**src/rtl/bridge_arb_pkg.sv**
```systemverilog
// Shared types and defaults for the bridge round-robin arbiter.
package bridge_arb_pkg;

  typedef enum logic [1:0] {
    IDLE  = 2'd0,
    GRANT = 2'd1,
    TURN  = 2'd2
  } arb_state_t;

  localparam int DEFAULT_NUM_REQ  = 4;
  localparam int DEFAULT_MAX_HOLD = 8;

endpackage

```
**src/rtl/bridge_arbiter_rr_pick.sv**
```systemverilog
// Combinational round-robin picker: rotates req by rr_ptr over a doubled
// vector and priority-encodes the first set bit at or after the pointer.
module rr_pick
  import bridge_arb_pkg::*;
#(
  parameter int NUM_REQ = DEFAULT_NUM_REQ,
  localparam int IDW = $clog2(NUM_REQ)
) (
  input  logic [NUM_REQ-1:0] req,
  input  logic [IDW-1:0]     rr_ptr,
  output logic [IDW-1:0]     winner,
  output logic               any
);

  localparam int DW = 2*NUM_REQ-1;
  localparam int PW = $clog2(DW);

  logic [DW-1:0]      dbl_s;
  logic [NUM_REQ-1:0] rot_s;
  logic [PW-1:0]      idx_s;
  logic [IDW-1:0]     off_s;
  logic               found_s;
  logic [IDW:0]       sum_s;

  // The top copy drops its MSB: no rotation ever reaches that bit
  assign dbl_s = {req[NUM_REQ-2:0], req};

  // Rotate so bit 0 is the requester at rr_ptr
  always_comb begin
    rot_s = '0;
    idx_s = '0;
    for (int i = 0; i < NUM_REQ; i++) begin
      idx_s    = PW'(rr_ptr) + PW'(i);
      rot_s[i] = dbl_s[idx_s];
    end
  end

  // Lowest set bit of the rotated vector, mapped back to an absolute index
  always_comb begin
    found_s = 1'b0;
    off_s   = '0;
    for (int i = 0; i < NUM_REQ; i++) begin
      if (!found_s && rot_s[i]) begin
        found_s = 1'b1;
        off_s   = IDW'(i);
      end else begin
        found_s = found_s;
      end
    end
    sum_s = (IDW+1)'(rr_ptr) + (IDW+1)'(off_s);
    if (sum_s >= (IDW+1)'(NUM_REQ)) begin
      winner = IDW'(sum_s - (IDW+1)'(NUM_REQ));
    end else begin
      winner = IDW'(sum_s);
    end
  end

  assign any = |req;

endmodule

```
**src/rtl/bridge_arbiter.sv**
```systemverilog
// Round-robin owner arbiter for the shared bridge interface with turnaround
// and bounded hold. Optional `lock` input when BRIDGE_ARB_LOCK_EN is defined.
module bridge_arbiter
  import bridge_arb_pkg::*;
#(
  parameter int NUM_REQ  = DEFAULT_NUM_REQ,
  parameter int MAX_HOLD = DEFAULT_MAX_HOLD,
  localparam int IDW = $clog2(NUM_REQ),
  localparam int HW  = $clog2(MAX_HOLD+1)
) (
  input  logic               clk,
  input  logic               rst,
  input  logic [NUM_REQ-1:0] req,
  input  logic [NUM_REQ-1:0] done,
`ifdef BRIDGE_ARB_LOCK_EN
  input  logic               lock,
`endif
  output logic [NUM_REQ-1:0] grant,
  output logic [IDW-1:0]     grant_id,
  output logic               busy,
  output logic               timeout
);

  arb_state_t         state_r, state_nxt_s;
  logic [HW-1:0]      hold_cnt_r, hold_nxt_s;
  logic [IDW-1:0]     rr_ptr_r, ptr_nxt_s;
  logic [NUM_REQ-1:0] grant_r, grant_nxt_s;
  logic [IDW-1:0]     grant_id_r, id_nxt_s;
  logic               busy_r, timeout_r, timeout_nxt_s;
  logic [IDW-1:0]     winner_s;
  logic               any_s;
  logic               lock_s;
  logic               release_s;
  logic [IDW-1:0]     ptr_after_s;

`ifdef BRIDGE_ARB_LOCK_EN
  assign lock_s = lock;
`else
  assign lock_s = 1'b0;
`endif

  rr_pick #(.NUM_REQ(NUM_REQ)) u_pick (
    .req    (req),
    .rr_ptr (rr_ptr_r),
    .winner (winner_s),
    .any    (any_s)
  );

  // Pointer moves just past the releasing owner, wrapping to zero
  always_comb begin
    if (grant_id_r == IDW'(NUM_REQ-1)) begin
      ptr_after_s = '0;
    end else begin
      ptr_after_s = grant_id_r + IDW'(1);
    end
  end

  // Next-state and next-output logic
  always_comb begin
    state_nxt_s   = state_r;
    hold_nxt_s    = hold_cnt_r;
    ptr_nxt_s     = rr_ptr_r;
    grant_nxt_s   = grant_r;
    id_nxt_s      = grant_id_r;
    timeout_nxt_s = 1'b0;
    release_s     = 1'b0;
    case (state_r)
      IDLE, TURN: begin
        if (any_s) begin
          grant_nxt_s = NUM_REQ'(1) << winner_s;
          id_nxt_s    = winner_s;
          hold_nxt_s  = '0;
          state_nxt_s = GRANT;
        end else begin
          grant_nxt_s = '0;
          state_nxt_s = IDLE;
        end
      end
      GRANT: begin
        // done beats withdrawal beats timeout; a simultaneous done hides the timeout
        if (done[grant_id_r] || !req[grant_id_r]) begin
          release_s = 1'b1;
        end else if (!lock_s && (hold_cnt_r == HW'(MAX_HOLD-1))) begin
          release_s     = 1'b1;
          timeout_nxt_s = 1'b1;
        end else if (!lock_s && (hold_cnt_r != {HW{1'b1}})) begin
          hold_nxt_s = hold_cnt_r + HW'(1);
        end else begin
          hold_nxt_s = hold_cnt_r;
        end
        if (release_s) begin
          grant_nxt_s = '0;
          ptr_nxt_s   = ptr_after_s;
          state_nxt_s = TURN;
        end else begin
          state_nxt_s = GRANT;
        end
      end
      default: begin
        grant_nxt_s = '0;
        state_nxt_s = IDLE;
      end
    endcase
  end

  // State, counters and registered outputs
  always_ff @(posedge clk) begin
    if (rst) begin
      state_r    <= IDLE;
      hold_cnt_r <= '0;
      rr_ptr_r   <= '0;
      grant_r    <= '0;
      grant_id_r <= '0;
      busy_r     <= 1'b0;
      timeout_r  <= 1'b0;
    end else begin
      state_r    <= state_nxt_s;
      hold_cnt_r <= hold_nxt_s;
      rr_ptr_r   <= ptr_nxt_s;
      grant_r    <= grant_nxt_s;
      grant_id_r <= id_nxt_s;
      busy_r     <= |grant_nxt_s;
      timeout_r  <= timeout_nxt_s;
    end
  end

  assign grant    = grant_r;
  assign grant_id = grant_id_r;
  assign busy     = busy_r;
  assign timeout  = timeout_r;

endmodule

```
**config.mk**
```make
export PLATFORM = sky130hd
export DESIGN_NAME = bridge_arbiter
export DESIGN_NICKNAME = d
export VERILOG_FILES = /design/src/rtl/bridge_arb_pkg.sv /design/src/rtl/bridge_arbiter_rr_pick.sv /design/src/rtl/bridge_arbiter.sv
export SDC_FILE = /design/constraint.sdc
export NUM_CORES = 1
export LEC_CHECK = 0
export ABC_CLOCK_PERIOD_IN_PS = 3700
export CORE_MARGIN = 1.5
export CORE_UTILIZATION = 30
export DETAILED_ROUTE_END_ITERATION = 10
export HOLD_SLACK_MARGIN = 0.12
export PLACE_DENSITY = 0.61
export RECOVER_POWER = 100
export SKIP_LAST_GASP = 1
export SLEW_MARGIN = 20
export SYNTH_ARGS = -nofsm -noshare
export SYNTH_HDL_FRONTEND = slang
export SYNTH_HIERARCHICAL = 1
export SYNTH_SLANG_ARGS = --single-unit
```
**constraint.sdc**
```tcl
create_clock -name clk -period 3.7 [get_ports clk]
set_clock_uncertainty 0.2 [all_clocks]
set_input_delay 0.74 -clock clk [delete_from_list [all_inputs] [get_ports clk]]
set_output_delay 0.74 -clock clk [all_outputs]
set_load 0.05 [all_outputs]
```
==> flow_summary.ini <==
[final_layout]
seq_area_um2 = 320
area_delta_synth_final_pct = 20.6
fin_area_mm2 = 0.00112
diodes = 0
final-instance-count-excl-fill = 150
n_fill_cell = 295
layout_nets = 136
multi_input_area_um2 = 556
final_layout_size_suffix_gt1_frac = 0.0924

[worst_setup_path]
worst-path-buf-inv = 1
worstSetupPathDepth = 10
ff2ff_setup_slack_ns = 0.70
critical_path.max_fanout = 6
crit_arrival_ns = 2.96
critPathCaptureType = register
cp_data_required_time_ns = 3.64
worst-setup-path-type = input port to register
depth_of_the_worst_register_to_register_path = 11
critical-path-max-stage-delay_ns = 0.61
crit_slowest_cell = dlygate4sd3_1
crit-reg2reg-launch = rr_ptr_r[0]$_SDFFE_PP0P_
setup.worst_path.start_class = input port
crit_path_cell_trace = dlygate4sd3_1 > a21boi_0 > a22oi_4 > a21oi_1 > o21ai_0 > ha_1 > xnor2_1 > nor2_1 > a22oi_1 > a41oi_1
worstReg2RegEnd = busy$_SDFF_PP0_
critPathTopFamily = compound AO/OA/AOI/OAI gates

[synthesis]
synth_async_sr_flop_share = 0
post_synthesis_net_count = 116
yosysTopAreaCellShare = 0.345
synthesis.yosys.warnings = 6
synth.area.top_cells = dfxtp_1, ha_1, nor2_1, nor2b_1, a21oi_1
post_synth_top_area_cell = dfxtp_1
syn_area_cell_um2 = 9.18
synth_flop_cell = dfxtp_1
synth_area_um2 = 927
yosys-top-cells-count = dfxtp_1, nor2_1, nor2b_1
yosysUniqueCellTypes = 38
synth_seq_area_share = 0.345
synth_cells = 101
ys_ff_latch = 16
number_of_synthesized_flops_with_an_enable_pin = 0

[cts]
cts_setup_buffers = 0
cts_sinks = 16
clock_latency_on_the_worst_skew_pair_ns = 0.28
cts_tree = done
cts-resized-gates = 0
cts_max_level = 1
cts.reportedPaths.clkPinSlew_ns = 0.09
holdBufCountCts = 0
cts_made_buffers = 3
clk_path_buf_depth = 2
root_buffer = clkbuf_4

[route]
iteration_0_drc_count_of_the_detailed_router = 13
vias_per_cell = 5.21
drtPass1Iterations = 4
wl_mm = 1.77
wl_per_cell_um = 11.8
dr_total_vias = 781
drc = 0
ant_nets = 0

[floorplanning]
floorplan.core_area_mm2 = 0.00285
die-area_mm2 = 0.00343
ios = 18
fp.dieH_um = 58.6
std_cell_rows = 19
die_width_um = 58.6
starting_utilization_of_the_core_area = 0.325

[sta]
final.period_utilization = 0.815
fin_setup_tns_ns = 0
actual_slew_at_the_worst_max_slew_pin_ns = 0.504
fmax_mhz = 332
whs_ns = 0.292
timing.final.max_slew_violations = 0
setup_viol_count_final = 0
grt_setup_unrepaired = no
hold_viol = 0
finalCriticalPeriod_ns = 3.02
worst_slew_margin_rel = 0.663

[min_path]
min_delay_path_depth = 2
hold_path.startpoint = hold_cnt_r[1]$_SDFFE_PP0P_
hold_end = hold_cnt_r[1]$_SDFFE_PP0P_
hold_path_class = register to register

[power_and_ir_drop]
power.internal_mw = 0.336
switching_share = 0.406
combinationalPowerShare = 0.458
power_switching_mw = 0.229
power_frac_seq = 0.385
power.density_mw_per_mm2 = 505
p_leak_nw = 0.454
peakVddDrop_mv = 0.197
post-layout-total-power_mw = 0.565
clkPwrFrac = 0.157

[placed_design]
gp_congestion = 0.674
placed_cell_area_mm2 = 0.00112
numPlacedInstances = 147
dpl.hpwl_mm = 1.41
place.port_buffers = 17

[global_route]
grt-ovfl-total = 0
grt_pass1_vias = 761
total_global_route_track_usage = 0.114
antenna_violations_before_repair = 0
wire_length_of_the_first_global_routing_pass_mm = 3.06
grt_max_degree = 15

[outcome]
outcome = finished clean

[run]
number_of_maximum_capacitance_violations = 0
layout by cell type (no fill, tap or decap), drive strengths merged, types with 3 or more instances in the layout:
cell and count:
clkbuf 3, nand3 3, ha 5, a21oi 8
nor2b 7, nor2 16, mux2i 4, nand2 6
clkdlybuf4s50 8, dfxtp 16, nand2b 3, inv 3
dlygate4sd3 9
how the worst max path moves through the flow:
stage	startpoint	end	slack (ns)
after floorplan	rr_ptr_r[0]$_SDFFE_PP0P_	busy$_SDFF_PP0_	1.01
after global placement	req[3]	busy$_SDFF_PP0_	0.45
after detailed placement	req[3]	busy$_SDFF_PP0_	0.38
after CTS	rr_ptr_r[0]$_SDFFE_PP0P_	busy$_SDFF_PP0_	0.65
after global routing	rr_ptr_r[0]$_SDFFE_PP0P_	busy$_SDFF_PP0_	0.42
final	req[2]	busy$_SDFF_PP0_	0.68
kinds of logic after synthesis:
family | count (synthesis) | synth area share
AOI/OAI and AO/OA | 18 | 0.162
xor gates and xnor gates | 3 | 0.0283
adders and majority gates | 5 | 0.0675
buffers and inverters | 5 | 0.0283
DFF | 16 | 0.345
muxes | 7 | 0.0958
and+or+nand+nor | 47 | 0.273
power by group through the flow:
| stage | combinational [mW] | sequential, mW | clock (mW) |
|---|---|---|---|
| 2_1_floorplan | 0.152 | 0.279 | 0 |
| 3_3_place_gp | 0.274 | 0.224 | 0 |
| 3_5_place_dp | 0.278 | 0.224 | 0 |
| 4_1_cts | 0.279 | 0.220 | 0.0957 |
| 5_1_grt | 0.283 | 0.222 | 0.0998 |
| 6_report | 0.259 | 0.217 | 0.0887 |
flip-flops by register name, indices dropped and copies added (netlist names):
signal      flops
grant           4
hold_cnt_r      4
grant_id        2
rr_ptr_r        2
state_r         2
busy            1
timeout         1
final cells by class:
| type | count | share of cell area |
|---|---|---|
| Multi-Input combinational cell | 80 | 0.497 |
| Sequential cell | 16 | 0.286 |
| Inverter | 3 | 0.0101 |
| Timing Repair Buffer | 17 | 0.152 |
| Clock buffer | 3 | 0.0201 |
| Tap cell | 31 | 0.0347 |
tightest hold or removal path: cells and delay by family, from the launching register on:
| family | cells | cell delay [ns] |
|---|---|---|
| DFF | 1 | 0.33 |
| AOI/OAI and AO/OA | 1 | 0.06 |
| and+or+nand+nor | 1 | 0.07 |
per-stage QoR:
step           setup slack [ns]  utilization
2_1_floorplan              1.01            -
6_report                  0.685        0.392
4_1_cts                   0.652        0.401
5_1_grt                   0.420        0.392
3_3_place_gp              0.454        0.393
3_5_place_dp              0.379        0.393
routing by layer:
| metal | wire [um] | global-route usage | share of wire | vias to the layer above |
|---|---|---|---|---|
| li1 | - | - | - | 397 |
| met1 | 835 | 0.135 | 0.47 | 368 |
| met2 | 863 | 0.201 | 0.49 | 14 |
| met3 | 55 | 0.0330 | 0.031 | 2 |
| met4 | 17 | 0.0292 | 0.0096 | 0 |
| met5 | 0 | 0 | 0 | - |
No activity file was read; power rests on OpenSTA's default activity.
